File: config.mk
export PLATFORM = sky130hd
export DESIGN_NAME = riscv_id_operand_stage
export DESIGN_NICKNAME = d
export VERILOG_FILES = /design/src/rtl/riscv_id_operand_stage.sv
export SDC_FILE = /design/constraint.sdc
export NUM_CORES = 1
export LEC_CHECK = 0
export CAP_MARGIN = 0
export CORE_AREA = 2 2 149 151
export DETAILED_ROUTE_END_ITERATION = 16
export DIE_AREA = 0 0 151 153
export PLACE_DENSITY = 0.81
export SETUP_SLACK_MARGIN = 0.2
export SYNTH_ARGS = -nofsm -noshare
export SYNTH_HDL_FRONTEND = slang
export SYNTH_SLANG_ARGS = --single-unit
File: constraint.sdc
create_clock -name clk -period 2.9 [get_ports clk]
set_clock_uncertainty 0.05 [all_clocks]
set_input_delay 0.29 -clock clk [delete_from_list [all_inputs] [get_ports clk]]
set_output_delay 0.29 -clock clk [all_outputs]
set_load 0.02 [all_outputs]
File: src/rtl/riscv_id_operand_stage.sv
// rtl/riscv_id_operand_stage.sv - ID operand resolution with bypass, load-use stall and ID/EX register
// Also covers RF read data that goes stale while ID is stalled, using WB-captured sticky copies.
module riscv_id_operand_stage #(
  parameter int XLEN  = 32,
  parameter int CNT_W = 32
) (
  input  logic             clk,
  input  logic             rst,
  input  logic             pd_stall_i,
  input  logic             pd_valid_i,
  input  logic [4:0]       pd_src1_i,
  input  logic [4:0]       pd_src2_i,
  input  logic             pd_use1_i,
  input  logic             pd_use2_i,
  input  logic [XLEN-1:0]  rf_src1_q_i,
  input  logic [XLEN-1:0]  rf_src2_q_i,
  input  logic [4:0]       ex_dst_i,
  input  logic             ex_we_i,
  input  logic             ex_is_load_i,
  input  logic [XLEN-1:0]  ex_result_i,
  input  logic [4:0]       mem_dst_i,
  input  logic             mem_we_i,
  input  logic [XLEN-1:0]  mem_result_i,
  input  logic [4:0]       wb_dst_i,
  input  logic             wb_we_i,
  input  logic [XLEN-1:0]  wb_result_i,
  input  logic             ex_stall_i,
  input  logic             flush_i,
  output logic             id_stall_o,
  output logic             ex_valid_o,
  output logic [XLEN-1:0]  ex_op1_o,
  output logic [XLEN-1:0]  ex_op2_o,
  output logic [4:0]       ex_src1_o,
  output logic [4:0]       ex_src2_o,
  output logic [CNT_W-1:0] ld_use_cnt_o
);

  logic             id_valid_q;
  logic [4:0]       id_src1_q, id_src2_q;
  logic             id_use1_q, id_use2_q;
  logic             sticky1_v_q, sticky2_v_q;
  logic [XLEN-1:0]  sticky1_d_q, sticky2_d_q;
  logic             ex_valid_q;
  logic [XLEN-1:0]  ex_op1_q, ex_op2_q;
  logic [4:0]       ex_src1_q, ex_src2_q;
  logic [CNT_W-1:0] cnt_q;

  logic             hazard;
  logic             id_stall;
  logic [XLEN-1:0]  op1_d, op2_d;

  function automatic logic [XLEN-1:0] resolve(
    input logic [4:0]      src,
    input logic            sv,
    input logic [XLEN-1:0] sd,
    input logic [XLEN-1:0] rf
  );
    if (src == 5'd0)                                     return '0;
    else if (ex_we_i && ex_dst_i == src && !ex_is_load_i) return ex_result_i;
    else if (mem_we_i && mem_dst_i == src)               return mem_result_i;
    else if (wb_we_i && wb_dst_i == src)                 return wb_result_i;
    else if (sv)                                         return sd;
    else                                                 return rf;
  endfunction

  always_comb begin
    op1_d  = resolve(id_src1_q, sticky1_v_q, sticky1_d_q, rf_src1_q_i);
    op2_d  = resolve(id_src2_q, sticky2_v_q, sticky2_d_q, rf_src2_q_i);
    hazard = id_valid_q && ex_we_i && ex_is_load_i && (ex_dst_i != 5'd0) &&
             ((id_use1_q && ex_dst_i == id_src1_q) || (id_use2_q && ex_dst_i == id_src2_q));
    id_stall = (hazard || ex_stall_i) && !flush_i;
  end

  // ID registers and sticky WB copies; the RF port only re-reads on a non-stalled capture
  always_ff @(posedge clk) begin
    if (rst) begin
      id_valid_q  <= 1'b0;
      id_src1_q   <= '0;
      id_src2_q   <= '0;
      id_use1_q   <= 1'b0;
      id_use2_q   <= 1'b0;
      sticky1_v_q <= 1'b0;
      sticky2_v_q <= 1'b0;
      sticky1_d_q <= '0;
      sticky2_d_q <= '0;
    end else begin
      if (!pd_stall_i) begin
        id_valid_q <= pd_valid_i;
        id_src1_q  <= pd_src1_i;
        id_src2_q  <= pd_src2_i;
        id_use1_q  <= pd_use1_i;
        id_use2_q  <= pd_use2_i;
      end
      if (flush_i) id_valid_q <= 1'b0;
      if (flush_i || !id_stall) begin
        sticky1_v_q <= 1'b0;
        sticky2_v_q <= 1'b0;
      end else if (id_valid_q && wb_we_i) begin
        if (wb_dst_i == id_src1_q && id_src1_q != 5'd0) begin
          sticky1_v_q <= 1'b1;
          sticky1_d_q <= wb_result_i;
        end
        if (wb_dst_i == id_src2_q && id_src2_q != 5'd0) begin
          sticky2_v_q <= 1'b1;
          sticky2_d_q <= wb_result_i;
        end
      end
    end
  end

  always_ff @(posedge clk) begin
    if (rst) begin
      ex_valid_q <= 1'b0;
      ex_op1_q   <= '0;
      ex_op2_q   <= '0;
      ex_src1_q  <= '0;
      ex_src2_q  <= '0;
      cnt_q      <= '0;
    end else begin
      if (flush_i) begin
        ex_valid_q <= 1'b0;
      end else if (ex_stall_i) begin
        ex_valid_q <= ex_valid_q;
      end else if (hazard) begin
        ex_valid_q <= 1'b0;
      end else begin
        ex_valid_q <= id_valid_q;
        ex_op1_q   <= op1_d;
        ex_op2_q   <= op2_d;
        ex_src1_q  <= id_src1_q;
        ex_src2_q  <= id_src2_q;
      end
      if (hazard && !ex_stall_i && !flush_i && cnt_q != {CNT_W{1'b1}})
        cnt_q <= cnt_q + CNT_W'(1);
    end
  end

  assign id_stall_o   = id_stall;
  assign ex_valid_o   = ex_valid_q;
  assign ex_op1_o     = ex_op1_q;
  assign ex_op2_o     = ex_op2_q;
  assign ex_src1_o    = ex_src1_q;
  assign ex_src2_o    = ex_src2_q;
  assign ld_use_cnt_o = cnt_q;

endmodule

Word-level counts from Yosys, hierarchy flattened
Cells that the tools add are included.
{"block": "classes", "reduce_logical": 40, "n_mux": 11, "add_sub_neg": 1, "n_eq_ne": 7, "n_shift": 0, "multipliers": 0, "n_div": 0, "order_cmp": 0, "bitwise": 4}
{"op": "$mux W32", "n": 10}
{"op": "$add A32 B1 Y32 const B", "n": 1}
{"op": "$ne A32 B32 Y1 const B", "n": 1}
{"op": "$eq A5 B5 Y1", "n": 6}
{"op": "$logic_and A1 B1 Y1", "n": 21}
{"op": "$reduce_bool A5 Y1", "n": 3}
{"op": "$logic_not A5 Y1", "n": 2}
{"op": "$reduce_and A3 Y1", "n": 3}
{"op": "$logic_not A1 Y1", "n": 4}
{"op": "$not A1 Y1", "n": 4}
{"op": "$reduce_and A2 Y1", "n": 2}
{"op": "$reduce_or A2 Y1", "n": 2}
{"op": "$logic_or A1 B1 Y1", "n": 3}
{"op": "$mux W1", "n": 1}
{"block": "totals", "output_inout_bits": 108, "romBits": 0, "elab_cells": 78, "ramBits": 0, "n_memories": 0, "input_bits": 197, "latchBits": 0, "register_bits": 186}

Depth between registers and ports, before layout
{"block": "depth", "depth_word": 10, "ltp_mapped": 11, "mapped_depth_nobuf": 7}

Worst setup path after synthesis
No wires, ideal clock.
{"block": "synth_timing", "path_type": "reg2reg", "startpoint": "register cnt_q[0] (netlist: ld_use_cnt_o[0])", "endpoint": "register cnt_q[16] (netlist: ld_use_cnt_o[16])", "stages_incl_launch_ff": 9, "t_arrival_ns": 2.221, "n_path_buf": 1, "setup_ns": 0.123, "path_slack_ns": 0.505, "required_time_ns": 2.727, "path_cell_list": "dfxtp_1 -> ha_1 -> inv_1 -> nor4_2 -> nand4_1 -> clkbuf_1 -> nand2_1 -> nor3_1 -> mux2_1"}
{"block": "synth_via", "elab_chain_len": 2}
{"element": "from (decl)", "line_no": "46", "rtl": "logic [CNT_W-1:0] cnt_q;"}
{"element": "from (signal assigned)", "line_no": "134", "rtl": "cnt_q <= cnt_q + CNT_W'(1);"}
{"element": "branches (longest 2 deep; another with $add A32 B1 Y32)"}
Several ways; the timed one is not identified.
A chain may end at the register's enable or synchronous reset.

Worst setup path after layout
{"block": "layout_timing", "startpoint": "input ex_dst_i[1]", "endpoint": "output id_stall_o"}
{"block": "layout_via", "elab_chain_len": 6}
{"element": "from (decl)", "line_no": "17", "rtl": "input logic [4:0] ex_dst_i,"}
{"element": "$eq A5 B5 Y1", "line_no": "70", "rtl": "((id_use1_q && ex_dst_i == id_src1_q) || (id_use2_q && ex_dst_i == id_src2_q));"}
{"element": "$logic_and A1 B1 Y1", "line_no": "70"}
{"element": "$logic_or A1 B1 Y1", "line_no": "70"}
{"element": "$logic_and A1 B1 Y1 (*)", "line_no": "69", "rtl": "hazard = id_valid_q && ex_we_i && ex_is_load_i && (ex_dst_i != 5'd0) &&"}
{"element": "$logic_or A1 B1 Y1 (*)", "line_no": "71", "rtl": "id_stall = (hazard || ex_stall_i) && !flush_i;"}
{"element": "$logic_and A1 B1 Y1 (*)", "line_no": "71"}
{"element": "to (decl)", "line_no": "29", "rtl": "output logic id_stall_o,"}
Every way passes the cells marked *; elsewhere a longest branch is shown, timed or not.

==> flow_summary_export.csv <==
group,metric,value,unit
outcome,status,"completed",
floorplan,die-area,23100,sq um
cells_and_area,multi_input_area,6007,sq um
placement,dp_hpwl,23.97,mm
sta,finalMaxSlewViolations,0,
synthesis,netlist_area,10220,sq um
grt,grt-ovfl-total,0,
sta,worst_hold_slack,0.2247,ns
drt,routedWlPerCell,19.96,um
clock_network,cts_buffers,17,
power,finalPower,6.026,mW
synthesis,synth_edf_count,0,
power,combinationalPowerShare,0.155,
clock_network,cts_root_buf,"clkbuf_16",
floorplan,die_h,153,um
synthesis,syn_area_per_cell,8.747,sq um
synthesis,synth.distinct_cells,48,
power,clkPwrFrac,0.405,
synthesis,ys_ff_latch,186,
power,switching_share,0.2645,
sta,clock.fmax,391.3,MHz
drt,drtIter0Drc,609,
critical_path,crit_required,2.56,ns
sta,relSlewSlack,0.4598,
floorplan,start_util,0.4755,
synthesis,synthAdderAreaFrac,0.001225,
placement,port_buffers,304,
sta,fin_ws,0.3447,ns
synthesis,synthCells,1168,
floorplan,die_width,151,um
synthesis,async_flop_share,0,
synthesis,ys.flop_type,"dfxtp_1",
synthesis,yosysTopAreaCellShare,0.3645,
cells_and_area,area_delta_synth_final,40.36,%
floorplan,io_pins,305,
placement,dpl_cell_area,13720,sq um
cells_and_area,fill_cells,1716,
clock_network,clock_path_buffers,2,
cells_and_area,nNetsFinal,1622,
clock_network,clk_pin_slew_worst_paths,0.08,ns
clock_network,cts_sinks,186,
critical_path,slowest_delay,0.57,ns
critical_path,cp_data_arrival_time,2.22,ns
critical_path,slowest_stage,"or4_4",
cells_and_area,layout-drive-gt1-share,0.1628,
synthesis,yosysTopAreaCell,"dfxtp_1",
cells_and_area,fin_cells,1718,
critical_path,cp-end-kind,"output pin",
power,p_leak,4.631,nW
clock_network,h-tree-depth,4,
sta,hold_violations,0,
synthesis,synth_compound_area_frac,0.2080,
power,vdd_drop_max,0.3892,mV
synthesis,synth_sequential_area_ratio,0.3645,
grt,antenna_found_initial,2,
synthesis,synthXorXnorAreaFrac,0.02572,
drt,ant_nets,0,
min_path,hold_class,"in -> reg",
critical_path,crit_path_start_kind,"input port",
sta,rsz0062_at_grt,"no",
synthesis,synthesis.nets,1366,
cells_and_area,seqCellArea,3727,sq um
power,p_switching,1.594,mW
placement,dp_cells,1684,
clock_network,clk_latency,0.43,ns
power,intPower,4.432,mW
drt,wirelength,34.30,mm
synthesis,synth_top_family_by_area,"compound AO/OA/AOI/OAI gates",
sta,post-route-period-util,0.8811,
clock_network,cts_tree,"yes",
grt,first_global_vias,9988,
synthesis,muxShareOfSynthArea,0.1624,
critical_path,path_max_fanout,4,
grt,grt_first_pass_wirelength,53.28,mm
critical_path,crit_chain,"clkdlybuf4s50_1, or4_4, o2111ai_4, nor4_4, o31ai_4, inv_2, clkbuf_2",
grt,grt_max_degree,65,
placement,post-place-ws,-0.1072,ns
cells_and_area,fin_util,0.6674,
cells_and_area,stdcell_area,14340,sq um
drt,vias,10239,
run,drv_cap,0,
sta,fin_crit,2.555,ns
drt,first_pass_iters,7,
floorplan,design.core.area,21490,sq um
synthesis,synthTopCellsByArea,"dfxtp_1 (36%), mux2i_1 (8.5%), mux2_2 (7.2%)",
power,power_density,420.3,nW/um^2
drt,viasPerCell,5.960,
synthesis,yosysWarnings,0,
power,p_seq_frac,0.440,
placement,gp_congestion,0.8408,
grt,track_usage,0.2900,
sta,fin_tns_setup,0,ns
critical_path,path_class,"in -> out",
sta,tightestPinTransition,0.8078,ns
drt,drcViolationCount,0,
floorplan,num_rows,54,
sta,setup_viol_count_final,0,
synthesis,synth_simple_gate_area_frac,0.1863,
-- final timing paths --
kind	startpoint	endpoint	slack [ns]	depth (start not counted)
max	ex_dst_i[1]	id_stall_o	0.34	7
min	rst	sticky2_d_q[14]	0.22	2
max reg2reg	ld_use_cnt_o[1]	ld_use_cnt_o[21]	0.43	9
min reg2reg	ex_op2_o[24]	ex_op2_o[24]	0.42	1
-- registers in the layout, indices dropped and copies added (netlist names), 5 cells and up --
name	flops
ld_use_cnt_o	32
id_src1_q	5
ex_src1_o	5
ex_op1_o	32
id_src2_q	5
sticky2_d_q	32
ex_src2_o	5
ex_op2_o	32
sticky1_d_q	32
-- layout make-up --
| type | instances | area share |
|---|---|---|
| multi-input cells | 857 | 0.4189 |
| clock inverters | 15 | 0.01265 |
| repair buffers | 354 | 0.2521 |
| inverters | 8 | 0.002094 |
| flip-flops and latches | 186 | 0.2599 |
| diodes | 1 | 0.0001745 |
| clock buffers | 17 | 0.02967 |
| well taps | 280 | 0.02443 |
-- worst max-delay path: cells and delay by family --
family | cells | cell delay (ns)
compound gates | 2 | 0.57
buf+inv | 3 | 0.70
simple gates | 2 | 0.66
-- synthesized netlist by cell type, types with 9 or more instances --
| master | instances |
|---|---|
| nand3_1 | 81 |
| nor3_1 | 9 |
| dfxtp_1 | 186 |
| or3_1 | 15 |
| nand4_1 | 19 |
| nor2_1 | 43 |
| xor2_1 | 12 |
| or2_2 | 64 |
| nand2_1 | 82 |
| mux2i_1 | 87 |
| or4_1 | 10 |
| o211ai_1 | 64 |
| xnor2_1 | 18 |
| o21ai_0 | 79 |
| buf_2 | 25 |
| mux2_2 | 65 |
| a32o_1 | 64 |
| clkbuf_1 | 78 |
| a21oi_1 | 87 |
-- logic make-up after synthesis --
kind of cell | after synthesis
fa+ha+maj | 1
xor+xnor | 30
compound gates | 312
mux | 157
simple gates | 357
buf+inv | 125
flops | 186
-- per-layer routing --
layer | vias to the layer above | routed length [um] | track usage
li1 | 4823 | - | -
met1 | 4910 | 13760 | 0.3591
met2 | 424 | 16400 | 0.4831
met3 | 80 | 2822 | 0.06925
met4 | 2 | 1293 | 0.1162
met5 | - | 13 | 0
-- layout by cell type, fill, tap and decap left out, types with 3 or more instances in the layout --
| cell type | Yosys | routed |
|---|---|---|
| o211ai_1 | 64 | 64 |
| nor2_1 | 43 | 42 |
| inv_6 | 0 | 5 |
| xnor2_1 | 18 | 18 |
| nand3_1 | 81 | 81 |
| and4_1 | 3 | 3 |
| buf_12 | 0 | 16 |
| dfxtp_2 | 0 | 3 |
| a21oi_1 | 87 | 87 |
| clkinv_4 | 0 | 3 |
| xor2_1 | 12 | 12 |
| or4_1 | 10 | 10 |
| nand4_1 | 19 | 19 |
| or3_1 | 15 | 15 |
| clkdlybuf4s50_1 | 0 | 302 |
| o31ai_1 | 7 | 7 |
| o21ai_0 | 79 | 79 |
| clkbuf_16 | 0 | 17 |
| buf_4 | 6 | 34 |
| dfxtp_1 | 186 | 183 |
| inv_1 | 7 | 7 |
| nor2b_1 | 6 | 6 |
| mux2_2 | 65 | 65 |
| nor4_1 | 4 | 4 |
| nor4_4 | 3 | 3 |
| a32o_1 | 64 | 64 |
| mux2_1 | 5 | 5 |
| nand2_1 | 82 | 80 |
| mux2i_1 | 87 | 87 |
| or2_2 | 64 | 64 |
| nor3_1 | 9 | 9 |
| and3_1 | 7 | 5 |
-- what timing repair did --
item	in CTS	in global routing
gates resized for setup	1	4
hold buffers	0	0
pin swaps	0	2
setup endpoints to repair	1	11
buffers inserted	0	1
-- power by group through the flow --
stage	registers [mW]	logic, mW	clock network, mW
2_1_floorplan	2.75	0.366	0
6_report	2.65	0.935	2.44
4_1_cts	2.65	0.936	2.47
3_5_place_dp	2.71	0.931	0
3_3_place_gp	2.71	0.919	0
5_1_grt	2.65	0.999	2.57
No activity file was read; power rests on OpenSTA's default activity.
